[config.mk]
export PLATFORM = sky130hd
export DESIGN_NAME = rtc_bus_ctrl_flat
export DESIGN_NICKNAME = d
export VERILOG_FILES = /design/src/rtl/rtc_bus_ctrl_if.sv /design/src/rtl/rtc_bus_ctrl.sv /design/src/flat_wrapper.sv
export SDC_FILE = /design/constraint.sdc
export NUM_CORES = 1
export LEC_CHECK = 0
export ABC_AREA = 0
export CORE_UTILIZATION = 48
export CTS_CLUSTER_SIZE = 20
export DETAILED_ROUTE_END_ITERATION = 8
export GPL_TIMING_DRIVEN = 0
export PLACE_DENSITY_LB_ADDON = 0.3
export SKIP_CTS_REPAIR_TIMING = 1
export SYNTH_ARGS = -nofsm -noshare
export SYNTH_HDL_FRONTEND = slang
export SYNTH_SLANG_ARGS = --single-unit
export TNS_END_PERCENT = 5
[constraint.sdc]
create_clock -name clk -period 2.6 [get_ports clk]
set_input_delay 0.39 -clock clk [delete_from_list [all_inputs] [get_ports clk]]
set_output_delay 0.39 -clock clk [all_outputs]
set_load 0.01 [all_outputs]
[src/rtl/rtc_bus_ctrl_if.sv]
// RTC multiplexed address/data bus pins.
// master = bus engine side, slave = RTC/pad side.
interface rtc_bus_ctrl_if;
  logic       cs_n;
  logic       rd_n;
  logic       wr_n;
  logic       a_d;
  logic [7:0] ad_out;
  logic       ad_oe;
  logic [7:0] ad_in;

  modport master (output cs_n, rd_n, wr_n, a_d, ad_out, ad_oe, input  ad_in);
  modport slave  (input  cs_n, rd_n, wr_n, a_d, ad_out, ad_oe, output ad_in);
endinterface

[src/rtl/rtc_bus_ctrl.sv]
// Physical bus engine for the external RTC: one address phase plus one data phase per request.
// Optional macro RTC_AD_SYNC_EN adds a 2-flop ad_in synchronizer and stretches the read strobe by 2 cycles.
//
// state      | meaning
// IDLE       | waiting for escritura/lectura, latches request
// A_SETUP    | address driven, cs_n low, a_d=0
// A_STROBE   | address driven, wr_n low
// A_HOLD     | address held, wr_n high
// GAP        | bus released, cs_n high
// D_SETUP    | data phase, write data driven on WR
// D_STROBE   | wr_n (WR) or rd_n (RD) low, RD capture on last cycle
// D_HOLD     | strobes high, cs_n still low
// DONE       | fin pulse, optional register-file write
// COOL       | requests ignored for T_REARM cycles
module rtc_bus_ctrl #(
  parameter int T_PH    = 4,
  parameter int T_REARM = 3
) (
  input  logic                  clk,
  input  logic                  reset,
  input  logic                  escritura,
  input  logic                  lectura,
  input  logic [7:0]            dir,
  input  logic [7:0]            dato,
  input  logic [3:0]            dir_reg,
  input  logic                  write,
  output logic                  fin,
  output logic                  busy,
  rtc_bus_ctrl_if.master        bus,
  output logic                  reg_we,
  output logic [3:0]            reg_addr,
  output logic [7:0]            reg_data
);

  localparam logic [3:0] S_IDLE     = 4'd0;
  localparam logic [3:0] S_A_SETUP  = 4'd1;
  localparam logic [3:0] S_A_STROBE = 4'd2;
  localparam logic [3:0] S_A_HOLD   = 4'd3;
  localparam logic [3:0] S_GAP      = 4'd4;
  localparam logic [3:0] S_D_SETUP  = 4'd5;
  localparam logic [3:0] S_D_STROBE = 4'd6;
  localparam logic [3:0] S_D_HOLD   = 4'd7;
  localparam logic [3:0] S_DONE     = 4'd8;
  localparam logic [3:0] S_COOL     = 4'd9;

  localparam logic [7:0] PH_LAST    = 8'(T_PH - 1);
  localparam logic [7:0] REARM_LAST = 8'(T_REARM - 1);
`ifdef RTC_AD_SYNC_EN
  localparam logic [7:0] RD_STB_LAST = 8'(T_PH + 1);
`else
  localparam logic [7:0] RD_STB_LAST = 8'(T_PH - 1);
`endif

  logic [3:0] state, state_nx;
  logic [7:0] cnt;
  logic [7:0] seg_last;
  logic       seg_done;
  logic       accept;

  logic       op_rd, op_rd_nx;
  logic [7:0] dir_q, dir_nx;
  logic [7:0] dato_q, dato_nx;
  logic [3:0] dir_reg_q;
  logic       write_q, write_nx;

  logic       cs_n_nx, rd_n_nx, wr_n_nx, a_d_nx, ad_oe_nx;
  logic [7:0] ad_out_nx;
  logic [7:0] ad_samp;

`ifdef RTC_AD_SYNC_EN
  logic [7:0] ad_s1, ad_s2;
  always_ff @(posedge clk) begin
    if (reset) begin
      ad_s1 <= 8'h00;
      ad_s2 <= 8'h00;
    end else begin
      ad_s1 <= bus.ad_in;
      ad_s2 <= ad_s1;
    end
  end
  assign ad_samp = ad_s2;
`else
  assign ad_samp = bus.ad_in;
`endif

  assign accept = (state == S_IDLE) && (escritura || lectura);

  always_comb begin
    seg_last = PH_LAST;
    unique case (state)
      S_DONE:     seg_last = 8'd0;
      S_COOL:     seg_last = REARM_LAST;
      S_D_STROBE: seg_last = op_rd ? RD_STB_LAST : PH_LAST;
      default:    seg_last = PH_LAST;
    endcase
  end

  assign seg_done = (cnt == seg_last);

  always_comb begin
    state_nx = state;
    unique case (state)
      S_IDLE:     if (accept)   state_nx = S_A_SETUP;
      S_A_SETUP:  if (seg_done) state_nx = S_A_STROBE;
      S_A_STROBE: if (seg_done) state_nx = S_A_HOLD;
      S_A_HOLD:   if (seg_done) state_nx = S_GAP;
      S_GAP:      if (seg_done) state_nx = S_D_SETUP;
      S_D_SETUP:  if (seg_done) state_nx = S_D_STROBE;
      S_D_STROBE: if (seg_done) state_nx = S_D_HOLD;
      S_D_HOLD:   if (seg_done) state_nx = S_DONE;
      S_DONE:                   state_nx = S_COOL;
      S_COOL:     if (seg_done) state_nx = S_IDLE;
      default:                  state_nx = S_IDLE;
    endcase
  end

  // Output registers decode the next state, so pins line up with the state they belong to.
  assign op_rd_nx = accept ? !escritura : op_rd;
  assign dir_nx   = accept ? dir        : dir_q;
  assign dato_nx  = accept ? dato       : dato_q;
  assign write_nx = accept ? write      : write_q;

  always_comb begin
    cs_n_nx   = 1'b1;
    rd_n_nx   = 1'b1;
    wr_n_nx   = 1'b1;
    a_d_nx    = 1'b1;
    ad_oe_nx  = 1'b0;
    ad_out_nx = 8'h00;
    unique case (state_nx)
      S_A_SETUP, S_A_STROBE, S_A_HOLD: begin
        cs_n_nx   = 1'b0;
        a_d_nx    = 1'b0;
        ad_oe_nx  = 1'b1;
        ad_out_nx = dir_nx;
        if (state_nx == S_A_STROBE) wr_n_nx = 1'b0;
      end
      S_D_SETUP, S_D_STROBE, S_D_HOLD: begin
        cs_n_nx = 1'b0;
        if (!op_rd_nx) begin
          ad_oe_nx  = 1'b1;
          ad_out_nx = dato_nx;
        end
        if (state_nx == S_D_STROBE) begin
          if (op_rd_nx) rd_n_nx = 1'b0;
          else          wr_n_nx = 1'b0;
        end
      end
      default: ;
    endcase
  end

  always_ff @(posedge clk) begin
    if (reset) begin
      state     <= S_IDLE;
      cnt       <= 8'd0;
      op_rd     <= 1'b0;
      dir_q     <= 8'h00;
      dato_q    <= 8'h00;
      dir_reg_q <= 4'h0;
      write_q   <= 1'b0;
      fin       <= 1'b0;
      busy      <= 1'b0;
      reg_we    <= 1'b0;
      reg_addr  <= 4'h0;
      reg_data  <= 8'h00;
      bus.cs_n  <= 1'b1;
      bus.rd_n  <= 1'b1;
      bus.wr_n  <= 1'b1;
      bus.a_d   <= 1'b1;
      bus.ad_oe <= 1'b0;
      bus.ad_out <= 8'h00;
    end else begin
      state <= state_nx;
      if ((state_nx != state) || (state_nx == S_IDLE)) cnt <= 8'd0;
      else                                             cnt <= cnt + 8'd1;
      if (accept) begin
        op_rd     <= op_rd_nx;
        dir_q     <= dir_nx;
        dato_q    <= dato_nx;
        dir_reg_q <= dir_reg;
        write_q   <= write_nx;
      end
      if ((state == S_D_STROBE) && seg_done && op_rd) reg_data <= ad_samp;
      if (state_nx == S_DONE) reg_addr <= dir_reg_q;
      fin        <= (state_nx == S_DONE);
      reg_we     <= (state_nx == S_DONE) && op_rd && write_q;
      busy       <= (state_nx != S_IDLE);
      bus.cs_n   <= cs_n_nx;
      bus.rd_n   <= rd_n_nx;
      bus.wr_n   <= wr_n_nx;
      bus.a_d    <= a_d_nx;
      bus.ad_oe  <= ad_oe_nx;
      bus.ad_out <= ad_out_nx;
    end
  end

endmodule

[src/flat_wrapper.sv]
// flat-port wrapper written by rule: the top's interface ports become plain ports
module rtc_bus_ctrl_flat 
#(
  parameter int T_PH    = 4,
  parameter int T_REARM = 3
)
  (clk, reset, escritura, lectura, dir, dato, dir_reg, write, fin, busy, reg_we, reg_addr, reg_data, bus_cs_n, bus_rd_n, bus_wr_n, bus_a_d, bus_ad_out, bus_ad_oe, bus_ad_in);
  rtc_bus_ctrl_if bus_i ();
  input  logic clk;
  input  logic reset;
  input  logic escritura;
  input  logic lectura;
  input  logic [7:0] dir;
  input  logic [7:0] dato;
  input  logic [3:0] dir_reg;
  input  logic write;
  output logic fin;
  output logic busy;
  output logic reg_we;
  output logic [3:0] reg_addr;
  output logic [7:0] reg_data;
  output wire logic [$bits(bus_i.cs_n)-1:0] bus_cs_n;
  output wire logic [$bits(bus_i.rd_n)-1:0] bus_rd_n;
  output wire logic [$bits(bus_i.wr_n)-1:0] bus_wr_n;
  output wire logic [$bits(bus_i.a_d)-1:0] bus_a_d;
  output wire logic [$bits(bus_i.ad_out)-1:0] bus_ad_out;
  output wire logic [$bits(bus_i.ad_oe)-1:0] bus_ad_oe;
  input wire logic [$bits(bus_i.ad_in)-1:0] bus_ad_in;
  assign bus_cs_n = bus_i.cs_n;
  assign bus_rd_n = bus_i.rd_n;
  assign bus_wr_n = bus_i.wr_n;
  assign bus_a_d = bus_i.a_d;
  assign bus_ad_out = bus_i.ad_out;
  assign bus_ad_oe = bus_i.ad_oe;
  assign bus_i.ad_in = bus_ad_in;
  rtc_bus_ctrl #(.T_PH(T_PH), .T_REARM(T_REARM)) u_core (.clk(clk), .reset(reset), .escritura(escritura), .lectura(lectura), .dir(dir), .dato(dato), .dir_reg(dir_reg), .write(write), .fin(fin), .busy(busy), .bus(bus_i), .reg_we(reg_we), .reg_addr(reg_addr), .reg_data(reg_data));
endmodule
* Word level (Yosys, flattened, before mapping)
Index checks and enable logic that the tools add are counted.
** Cells by class
- $add $sub $neg :: 1
- Equality and inequality tests :: 18
- Multiplexer cells :: 24
- Bitwise gates (word level) :: 2
- Reduce and logical (&&, ||, !) cells :: 16
** Operators by type and width (count)
- one-hot mux 4 bit (10 select lines) :: 1
- two-way mux 4 bit :: 9
- equality test 4 x 3 -> 1 bit (second input constant) :: 7
- two-way mux 8 bit :: 3
- equality test 4 x 2 -> 1 bit (second input constant) :: 4
- one-hot mux 8 bit (2 select lines) :: 1
- equality test 4 bit (second input constant) :: 3
- OR reduction 3 bit :: 3
- adder 8 x 1 -> 8 bit (second input constant) :: 1
- equality test 4 x 1 -> 1 bit (second input constant) :: 2
- equality test 8 x 2 -> 1 bit :: 1
- logical NOT 4 bit :: 2
- two-way mux 1 bit :: 7
- OR reduction 6 bit :: 1
- logical AND 1 bit :: 5
- != test 4 bit :: 1
- one-hot mux 1 bit (2 select lines) :: 2
- one-hot mux 2 bit (2 select lines) :: 1
- nonzero test 4 bit :: 1
- logical OR 1 bit :: 2
- inverter 1 bit :: 2
- OR reduction 2 bit :: 1
- logical NOT 1 bit :: 1
** Storage, ports and cells
- Flip-flop bits (word level) :: 62
- Logic and storage cells :: 79
- Input port bits :: 33
- Output and inout port bits :: 28

* Logic depth before layout (Yosys ltp)
- Depth in word-level cells :: 9
- Gate-level depth with buffers :: 7
- Gate-level depth less buffers :: 5

* Least setup slack after synthesis
Ideal clock, no wire load.
- Kind :: register to register
- From :: register u_core.cnt[4]
- To :: register u_core.bus.ad_out[3]
- Slack :: 0.666 ns
- Arrival :: 1.817 ns
- Period minus slack after synthesis :: 1.934 ns
- Stages on the path, launching flop included :: 6
- Data required time :: 2.483 ns
- Setup time :: 0.117 ns
- Cell sequence :: dfxtp_1 or4_4 o31a_1 o21ai_2 a21oi_2 a22o_1
** On the way
- Longest elaborated chain between the ends :: 6
** Ends and longest elaborated chain
- start: declaration :: RTL line rtc_bus_ctrl.sv:55 : logic [7:0] cnt;
- start signal: assignment :: RTL line rtc_bus_ctrl.sv:176 : else cnt <= cnt + 8'd1;
- equality test 8 x 2 -> 1 bit (*) :: RTL line rtc_bus_ctrl.sv:98 : assign seg_done = (cnt == seg_last);
- two-way mux 4 bit, or another cell as far along :: RTL line rtc_bus_ctrl.sv:112 : S_COOL: if (seg_done) state_nx = S_IDLE;
- one-hot mux 4 bit (10 select lines) (*) :: RTL line rtc_bus_ctrl.sv:102 : unique case (state)
- equality test 4 x 3 -> 1 bit, or another cell as far along :: RTL line rtc_bus_ctrl.sv:130 : unique case (state_nx)
- OR reduction 3 bit :: RTL line rtc_bus_ctrl.sv:130
- one-hot mux 8 bit (2 select lines) (*) :: RTL line rtc_bus_ctrl.sv:130
- end signal: assignment :: RTL line rtc_bus_ctrl.sv:194 : bus.ad_out <= ad_out_nx;
- end: declaration :: RTL line rtc_bus_ctrl_if.sv:12 : modport master (output cs_n, rd_n, wr_n, a_d, ad_out, ad_oe, input ad_in);
Mark *: on every way between the ends. The rest lies on a longest branch, timed or not.
A chain may end at the register's enable or synchronous reset.

* Worst setup path in the final report
- From :: register u_core.cnt[4]
- To :: register u_core.bus.wr_n
** On the way
- Longest elaborated chain between the ends :: 6
** Ends and longest elaborated chain
- equality test 8 x 2 -> 1 bit (*) :: RTL line rtc_bus_ctrl.sv:98
- two-way mux 4 bit, or another cell as far along :: RTL line rtc_bus_ctrl.sv:112
- one-hot mux 4 bit (10 select lines) (*) :: RTL line rtc_bus_ctrl.sv:102
- equality test 4 x 3 -> 1 bit, or another cell as far along :: RTL line rtc_bus_ctrl.sv:130
- OR reduction 3 bit, or another cell as far along :: RTL line rtc_bus_ctrl.sv:130
- one-hot mux 1 bit (2 select lines) (*) :: RTL line rtc_bus_ctrl.sv:130
- end signal: assignment :: RTL line rtc_bus_ctrl.sv:191 : bus.wr_n <= wr_n_nx;
- end: declaration :: RTL line rtc_bus_ctrl_if.sv:12
Marked as above.

==> flow_summary_export.csv <==
group,metric,value,unit
timing,period_share,84.97,%
detailed_routing,drc_errors,0,
critical_path,worstSetupStartpointType,"flip-flop",
die,ios,61,
worst_hold_path,min_path_type,"reg -> reg",
final_layout,drive_gt1_share,9.581,%
clock_network,cts-root-buf,"clkbuf_8",
synthesis,postSynthCellCount,259,
die,die_w,73.15,um
critical_path,slowest_stage,"or4b_1",
detailed_routing,drtAntennaViolNets,0,
power,power_density,614.1,nW/um^2
detailed_routing,drt-initial-drc-count,123,
final_layout,antenna_cells,0,
critical_path,worstPathArrival,2.42,ns
critical_path,worstSetupEndpointType,"flip-flop",
critical_path,path_max_fanout,6,
final_layout,syn2layout_area_growth,35.53,%
run_status,status,"completed",
synthesis,synth_area,2430,sq um
clock_network,cts_max_level,3,
critical_path,cp_cell_sequence,"nor4_4 -> nand4_1 -> o211ai_2 -> o21a_1 -> or4b_1",
final_layout,finish.instance_area,3293,sq um
critical_path,cpPeakStageDelay,0.45,ns
synthesis,yosysSeqAreaShare,51.08,%
clock_network,cts_num_sinks,62,
detailed_routing,first_pass_iters,4,
timing,maxSlewViolCount,0,
final_layout,final_util,68.81,%
critical_path,critPathKind,"reg -> reg",
placed_design,place_area,3104,sq um
power,ir_drop,374.3,uV
placed_design,io_buffers,59,
power,cellLeakagePower,1.241,nW
clock_network,clockBufferDepth,2,
timing,finalSetupViolCount,0,
timing,relSlewSlack,48.99,%
global_routing,grtUsageTotal,21.64,%
timing,rsz0062_at_grt,"no",
detailed_routing,viasPerCell,5.204,
clock_network,cts_buffers,9,
critical_path,startpoint,"u_core.cnt[4]$_SDFF_PP0_",
critical_path,rrSetupSlack,0.39,ns
detailed_routing,routed_wl,5249,um
synthesis,synth_ff_type,"dfxtp_1",
critical_path,reg2reg_from,"u_core.cnt[4]$_SDFF_PP0_",
die,coreArea,4786,sq um
die,std_cell_rows,25,
detailed_routing,vias,2087,
die,fp.dieH,73.15,um
global_routing,overflow,0,
global_routing,grt_pass1_vias,1996,
final_layout,layout_common_cells,"62 x dfxtp_1, 59 x clkdlybuf4s50_1, 49 x nand2_1",
timing,final-hold-violation-count,0,
worst_hold_path,holdCritStartpoint,"u_core.write_q$_SDFFE_PP0P_",
critical_path,cp.required,2.81,ns
synthesis,ys_ff_latch,62,
synthesis,ys.warnings.count,0,
detailed_routing,avgRoutedWirePerCell,13.09,um
clock_network,worstSkewPairLatency,0.34,ns
final_layout,layout_commonest_cell,"dfxtp_1",
synthesis,ys_types,46,
timing,worst_slew_pin_slew,0.7652,ns
clock_network,clkTransAtPathRegs,0.07,ns
critical_path,worst-path-buf-inv,0,
synthesis,synth_edf_count,0,
global_routing,grt_pass1_wl,8700,um
timing,max_freq,452.7,MHz
global_routing,antenna_found_initial,0,
die,die_area,5351,sq um
synthesis,syn_nets,293,
placed_design,dpl.hpwl,3692,um
placed_design,gp_congestion,0.8087,
timing,fin_crit,2.209,ns
final_layout,fin_nets,363,
synthesis,syn_avg_cell_area,9.382,sq um
global_routing,grt_max_degree,12,
critical_path,worst_path_dominant_cell_family,"simple AND/OR/NAND/NOR gates",
timing,clock_skew,0.008595,ns
clock_network,cts_tree,"built",
die,start_util,50.77,%
timing,fin_setup_tns,0,ns
synthesis,ys_async_sr_fraction,0,%
run,drv_cap,0,
==> where the power goes <==
part	switching (mW)	internal [mW]
clock network	0.377	0.441
registers	0.0146	0.989
logic	0.0976	0.103
==> final timing paths <==
check,to,cells after the start
worst max-delay path,u_core.bus.wr_n$_SDFF_PP1_,5
worst min-delay path,u_core.write_q$_SDFFE_PP0P_,2
worst max register to register,u_core.bus.wr_n$_SDFF_PP1_,5
worst min register to register,u_core.write_q$_SDFFE_PP0P_,2
==> worst register-to-register path, cell delays in order (launching register included) <==
cell and delay [ns]:
dfxtp_1 0.36, nor4_4 0.42, nand4_1 0.27, o211ai_2 0.39, o21a_1 0.21, or4b_1 0.45
==> cell usage after synthesis (4+ instances only) <==
library cell | n | share of area (%)
buf_2 | 4 | 0.82
nand3_1 | 6 | 1.2
nor3_1 | 11 | 2.3
nand4_1 | 5 | 1.3
inv_1 | 5 | 0.77
nand2_1 | 49 | 7.6
nor2_1 | 19 | 2.9
a21oi_1 | 23 | 4.7
dfxtp_1 | 62 | 51
mux2i_1 | 12 | 4.9
xnor2_1 | 5 | 1.8
clkbuf_1 | 7 | 1.1
a22o_1 | 8 | 2.9
xor2_1 | 5 | 1.8
==> stage by stage <==
step                      std cells  worst slack [ns]  power, mW  hold slack [ns]
after floorplan                 259            0.6661      1.125           0.4321
after global placement          385            0.3988      1.221           0.4393
after detailed placement        385            0.3994      1.226           0.4494
after CTS                       401            0.4051      2.031           0.4594
after global routing            401            0.2734      2.100           0.4766
final                           401            0.3909      2.022           0.4570
==> per-layer routing <==
metal  GRT usage [%]  part of all wire [%]  up-vias
li1                -                     -     1053
met1           26.64                    45      966
met2           33.23                    46       56
met3           6.492                   5.9       12
met4           13.07                   2.2        0
met5               0                     0        -
==> sequential cells by signal, indices dropped and copies added, names as in the netlist, 4 cells and up <==
| register | count |
|---|---|
| u_core.dir_reg_q | 4 |
| u_core.reg_addr | 4 |
| u_core.dato_q | 8 |
| u_core.state | 4 |
| u_core.dir_q | 8 |
| u_core.reg_data | 8 |
| u_core.cnt | 8 |
| u_core.bus.ad_out | 8 |
==> cell type report <==
class                      instances  area (sq um)
buffer                            12         57.56
clock buffer                      10         127.6
clock inverter                     6         61.31
fill                             381          1493
inverter                           5         18.77
multi-input combinational        180          1112
sequential                        62          1241
tap                               67         83.83
timing repair buffer              59         590.6
==> cells by family (layout without fill, tap and decap cells) <==
family          Yosys count  in the layout  synth area share [%]
buf+inv                  17             92                 3.141
simple gates            109            109                 22.45
fa+ha+maj                 1              1                0.5149
xor+xnor                 10             10                 3.604
flops                    62             62                 51.08
compound gates           48             48                 14.26
mux                      12             12                 4.944
No activity file was read; power rests on OpenSTA's default activity.
==> variant 1 (same settings) <==
Register the output `reg_addr` once more, without a reset; this adds one clock of latency there. The other outputs are not delayed to match.
--- a/src/rtl/rtc_bus_ctrl.sv
+++ b/src/rtl/rtc_bus_ctrl.sv
@@ -47,2 +47,4 @@
   localparam logic [7:0] REARM_LAST = 8'(T_REARM - 1);
+
+  logic [3:0] reg_addr_s0;
 `ifdef RTC_AD_SYNC_EN
@@ -164,3 +166,3 @@
       reg_we    <= 1'b0;
-      reg_addr  <= 4'h0;
+      reg_addr_s0 <= 4'h0;
       reg_data  <= 8'h00;
@@ -184,3 +186,3 @@
       if ((state == S_D_STROBE) && seg_done && op_rd) reg_data <= ad_samp;
-      if (state_nx == S_DONE) reg_addr <= dir_reg_q;
+      if (state_nx == S_DONE) reg_addr_s0 <= dir_reg_q;
       fin        <= (state_nx == S_DONE);
@@ -197,2 +199,6 @@
 
+  always_ff @(posedge clk) begin
+    reg_addr <= reg_addr_s0;
+  end
+
 endmodule
Function: same outputs for any inputs over 10 cycles, from zero or initial values and one cycle with reset high; that may be too few to reach the edited logic, so the function may still have changed.
==> variant 1 against the unedited design <==
- wire length rose by 7.6%
- sequential power is 7% higher
- total power grew 7.2%
- worst setup slack worse by 0.29 ns
- area after synthesis increased by 8.5%
- synthesized cell count grew 0.39%
- sequential cell count grew 4
- design area grew 7.6%
==> variant 1: results (changes against the unedited design) <==
\begin{tabular}{lr}
\hline
Metric & Value \\
\hline
\multicolumn{2}{l}{\textbf{Worst setup path}} \\
Worst Path Arrival & 2.69 ns (+0.27 ns) \\
Worst path slowest cell & sky130\_fd\_sc\_hd\_\_or4\_4 \\
Timing startpoint of the critical path & u\_core.cnt[3]\$\_SDFF\_PP0\_ \\
\multicolumn{2}{l}{\textbf{Detailed routing}} \\
Wire length on met3 & 327 um (+5.8\%) \\
Sum of routed wire length over all layers & 5650 um (+7.6\%) \\
Iter 0 DRT Violations & 87 (-29\%) \\
Wire length the detailed router placed on met1 & 2620 um (+9.7\%) \\
\multicolumn{2}{l}{\textbf{Logic synthesis}} \\
Total nets after synthesis & 294 (+0.34\%) \\
Share of synthesized area occupied by flip-flops and latches & 0.501 (-0.00963) \\
Area share of fa/ha/maj cells after synthesis & 0.00475 (-0.000403) \\
Commonest cells in the netlist & sky130\_fd\_sc\_hd\_\_dfxtp\_1, sky130\_fd\_sc\_hd\_\_nor2\_1, sky130\_fd\_sc\_hd\_\_nor2b\_1, sky130\_fd\_sc\_hd\_\_mux2\_2, sky130\_fd\_sc\_hd\_\_nand2\_1 \\
\multicolumn{2}{l}{\textbf{Placement}} \\
Pre-CTS setup slack & 0.113 ns (-0.287 ns) \\
Number of instances in the placed design & 390 (+1.3\%) \\
\multicolumn{2}{l}{\textbf{Timing}} \\
Worst hold slack across all endpoints & 0.352 ns (-0.105 ns) \\
\multicolumn{2}{l}{\textbf{Cells and area}} \\
Total number of nets in the final design & 365 (+0.55\%) \\
Fraction of layout instances using a drive strength above 1 & 0.140 (+0.0441) \\
Fillers & 425 (+12\%) \\
Final Instance Count excl. Fillers & 406 (+1.2\%) \\
\multicolumn{2}{l}{\textbf{Outcome}} \\
Result of the run & finished, final reports clean \\
\multicolumn{2}{l}{\textbf{Pwr}} \\
Power dissipated by switching net loads & 512 uW (+4.6\%) \\
Seq pwr & 1.07 mW (+7\%) \\
\multicolumn{2}{l}{\textbf{Min path}} \\
Min-delay src & u\_core.reg\_addr\_s0[2]\$\_SDFFE\_PP0N\_ \\
Number of instances on the worst hold path & 0 (-2) \\
End point of the most critical hold path & u\_core.reg\_addr[2]\$\_DFF\_P\_ \\
\multicolumn{2}{l}{\textbf{Global routing}} \\
Via count of the first global-routing pass & 2,062 (+3.3\%) \\
First-pass GRT wire length & 9770 um (+12\%) \\
Maximum number of pins on one net before global-route repair & 13 (+1) \\
\hline
\end{tabular}
## variant 1: changes by cell type in the layout (fill, tap and decap cells not counted), sizes merged, moves of 3 or more
cell,delta
nand2,-33
inv,-3
nor2,+12
a32oi,+8
clkbuf,+4
mux2,+16
nor2b,+21
nor4,+6
a21oi,-18
nor3,-8
a22o,-8
xnor2,-4
nand3,-3
dfxtp,+4
## variant 1: worst register-to-register path: stages (launching register included)
cell and delay (ns):
sky130_fd_sc_hd__dfxtp_2 0.35, sky130_fd_sc_hd__or4_4 0.58, sky130_fd_sc_hd__o41a_1 0.45, sky130_fd_sc_hd__a221oi_4 0.47, sky130_fd_sc_hd__a21boi_4 0.40, sky130_fd_sc_hd__nor4_1 0.10
## variant 1: layout make-up
type / instances / area share
Buffer: 15 / 0.0180
Clock buffer: 10 / 0.0388
Clock inverter: 6 / 0.0184
Inverter: 2 / 0.00212
Multi-Input combinational cell: 177 / 0.355
Sequential cell: 66 / 0.373
Tap cell: 70 / 0.0247
Timing Repair Buffer: 60 / 0.169
==> variant 2 (config.mk and constraints unchanged) <==
Without the edit above. Build with the macro `RTC_AD_SYNC_EN` defined.
--- a/src/rtl/rtc_bus_ctrl.sv
+++ b/src/rtl/rtc_bus_ctrl.sv
@@ -14,2 +14,4 @@
 // COOL       | requests ignored for T_REARM cycles
+`define RTC_AD_SYNC_EN
+
 module rtc_bus_ctrl #(
Check against the original RTL: no difference found for any inputs over 10 cycles, from zero or initial values and one cycle with reset high; that may be too few to reach the edited logic, so the function may still have changed.
==> variant 2 against the unedited design <==
- area after synthesis up 22%
- worst setup slack worse by 0.037 ns
- sequential power up 26%
- largest power group unchanged
- largest cell class unchanged
- clock power up 9.4%
- wire length up 15%
- via count up 9.4%
- clock skew up 0.0025 ns
- total power up 18%
- sequential cell count up 16
- design area up 17%
==> variant 2: results (changes against the unedited design) <==
\begin{tabular}{lr}
\hline
Metric & Value \\
\hline
\multicolumn{2}{l}{\textbf{Cells and area}} \\
Fraction of layout instances using a drive strength above 1 & 0.0763 (-0.0195) \\
Total number of nets in the final design & 396 (+9.1\%) \\
Final Instance Count excl. Fillers & 442 (+10\%) \\
\multicolumn{2}{l}{\textbf{Timing}} \\
Worst setup skew after layout & 0.0111 ns (+0.00254 ns) \\
Slew at the pin with the worst max-slew slack & 0.820 ns (+0.0545 ns) \\
\multicolumn{2}{l}{\textbf{Global routing}} \\
Total routing resource utilization after global routing & 0.202 (-0.0143) \\
First-pass GRT wire length & 9840 um (+13\%) \\
Via count of the first global-routing pass & 2,198 (+10\%) \\
Maximum number of pins on one net before global-route repair & 15 (+3) \\
\multicolumn{2}{l}{\textbf{Placement}} \\
Sum of net half-perimeters after detailed placement & 4140 um (+12\%) \\
Number of instances in the placed design & 426 (+11\%) \\
Global placement routability congestion & 0.854 (+5.6\%) \\
\multicolumn{2}{l}{\textbf{Logic synthesis}} \\
Commonest cells in the netlist & sky130\_fd\_sc\_hd\_\_dfxtp\_1, sky130\_fd\_sc\_hd\_\_nor2\_1, sky130\_fd\_sc\_hd\_\_mux2i\_1, sky130\_fd\_sc\_hd\_\_nor2b\_1 \\
Share of synthesized area occupied by flip-flops and latches & 0.525 (+0.0142) \\
Cells taking the most area after synthesis & sky130\_fd\_sc\_hd\_\_dfxtp\_1, sky130\_fd\_sc\_hd\_\_mux2i\_1, sky130\_fd\_sc\_hd\_\_nor2\_1 \\
Number of distinct library cell variants in the gate-level netlist after synthesis & 44 (-4.3\%) \\
Total nets after synthesis & 326 (+11\%) \\
Count of synthesis-stage warnings from yosys & 0 (unchanged) \\
Synthesized area & 2970 um2 (+22\%) \\
\multicolumn{2}{l}{\textbf{Pwr}} \\
Static leakage & 1.50 nW (+20\%) \\
Highest ir drop seen on vdd & 0.399 mV (+6.5\%) \\
\multicolumn{2}{l}{\textbf{Detailed routing}} \\
Iter 0 DRT Violations & 167 (+36\%) \\
DR vias/cell & 5.17 (-0.76\%) \\
\multicolumn{2}{l}{\textbf{Worst setup path}} \\
Timing startpoint of the critical path & u\_core.state[3]\$\_SDFF\_PP0\_ \\
Worst Path Arrival & 2.46 ns (+0.04 ns) \\
Peak fanout along the critical path & 10 (+4) \\
Worst reg2reg path endpoint & u\_core.bus.ad\_out[5]\$\_SDFF\_PP0\_ \\
R2R setup slack & 0.35 ns (-0.04 ns) \\
\multicolumn{2}{l}{\textbf{Outcome}} \\
Result of the run & finished, final reports clean \\
\hline
\end{tabular}
[variant 2: cell types whose count changed after synthesis, moves of 6 or more]
cell                      change
sky130_fd_sc_hd__nand2_1     -44
sky130_fd_sc_hd__nor2_1      +30
sky130_fd_sc_hd__mux2i_1     +22
sky130_fd_sc_hd__a21oi_1     -20
sky130_fd_sc_hd__dfxtp_1     +16
sky130_fd_sc_hd__nor2b_1     +16
sky130_fd_sc_hd__a22o_1       -8
sky130_fd_sc_hd__o32ai_1      +8
sky130_fd_sc_hd__nand3_1      +6
[variant 2: worst min-delay path by stage]
| stage | startpoint | to | slack [ns] | depth (start not counted) |
|---|---|---|---|---|
| global route | u_core.ad_s1[4]$_SDFF_PP0_ | u_core.ad_s2[4]$_SDFF_PP0_ | 0.45 | 1 |
| floorplan | u_core.write_q$_SDFFE_PP0P_ | u_core.reg_we$_SDFF_PP0_ | 0.41 | 2 |
| global placement | u_core.ad_s1[2]$_SDFF_PP0_ | u_core.ad_s2[2]$_SDFF_PP0_ | 0.42 | 1 |
| detailed placement | u_core.ad_s1[1]$_SDFF_PP0_ | u_core.ad_s2[1]$_SDFF_PP0_ | 0.42 | 1 |
| finish | u_core.ad_s1[4]$_SDFF_PP0_ | u_core.ad_s2[4]$_SDFF_PP0_ | 0.44 | 1 |
| CTS | u_core.ad_s1[4]$_SDFF_PP0_ | u_core.ad_s2[4]$_SDFF_PP0_ | 0.44 | 1 |
[variant 2: cell families after synthesis]
logic type / Yosys count / synth area share
fa+ha+maj: 1 / 0.00421
compound gates: 35 / 0.102
flops: 78 / 0.525
simple gates: 110 / 0.190
mux: 34 / 0.114
xor+xnor: 10 / 0.0294
buf+inv: 24 / 0.0349
[variant 2: cell type report]
| class | count | area, um2 |
|---|---|---|
| inverter | 5 | 18.8 |
| clock inverter | 6 | 68.8 |
| timing repair buffer | 59 | 591 |
| multi-input combinational | 190 | 1310 |
| clock buffer | 10 | 128 |
| sequential | 78 | 1560 |
| buffer | 19 | 85.1 |
| tap | 75 | 93.8 |
| fill | 500 | 2100 |
[variant 2: through the flow]
step	hold WS [ns]	setup slack, ns	utilization	area (um2)
5_1_grt	0.451	0.188	0.647	3850
3_3_place_gp	0.417	0.266	0.614	3660
6_report	0.437	0.354	0.647	3850
4_1_cts	0.442	0.346	0.647	3850
3_5_place_dp	0.422	0.238	0.614	3660
2_1_floorplan	0.414	0.724	-	2970
[variant 2: per-layer routing]
metal / global-route usage / part of all wire
met5: 0 / 0
met4: 0.111 / 0.011
met3: 0.0466 / 0.051
met2: 0.324 / 0.46
met1: 0.251 / 0.48
[variant 2: report_power, final]
group          switching [mW]  internal [mW]
Sequential             0.0188           1.25
Clock                   0.445          0.450
Combinational           0.105          0.121
Total                   0.569           1.82
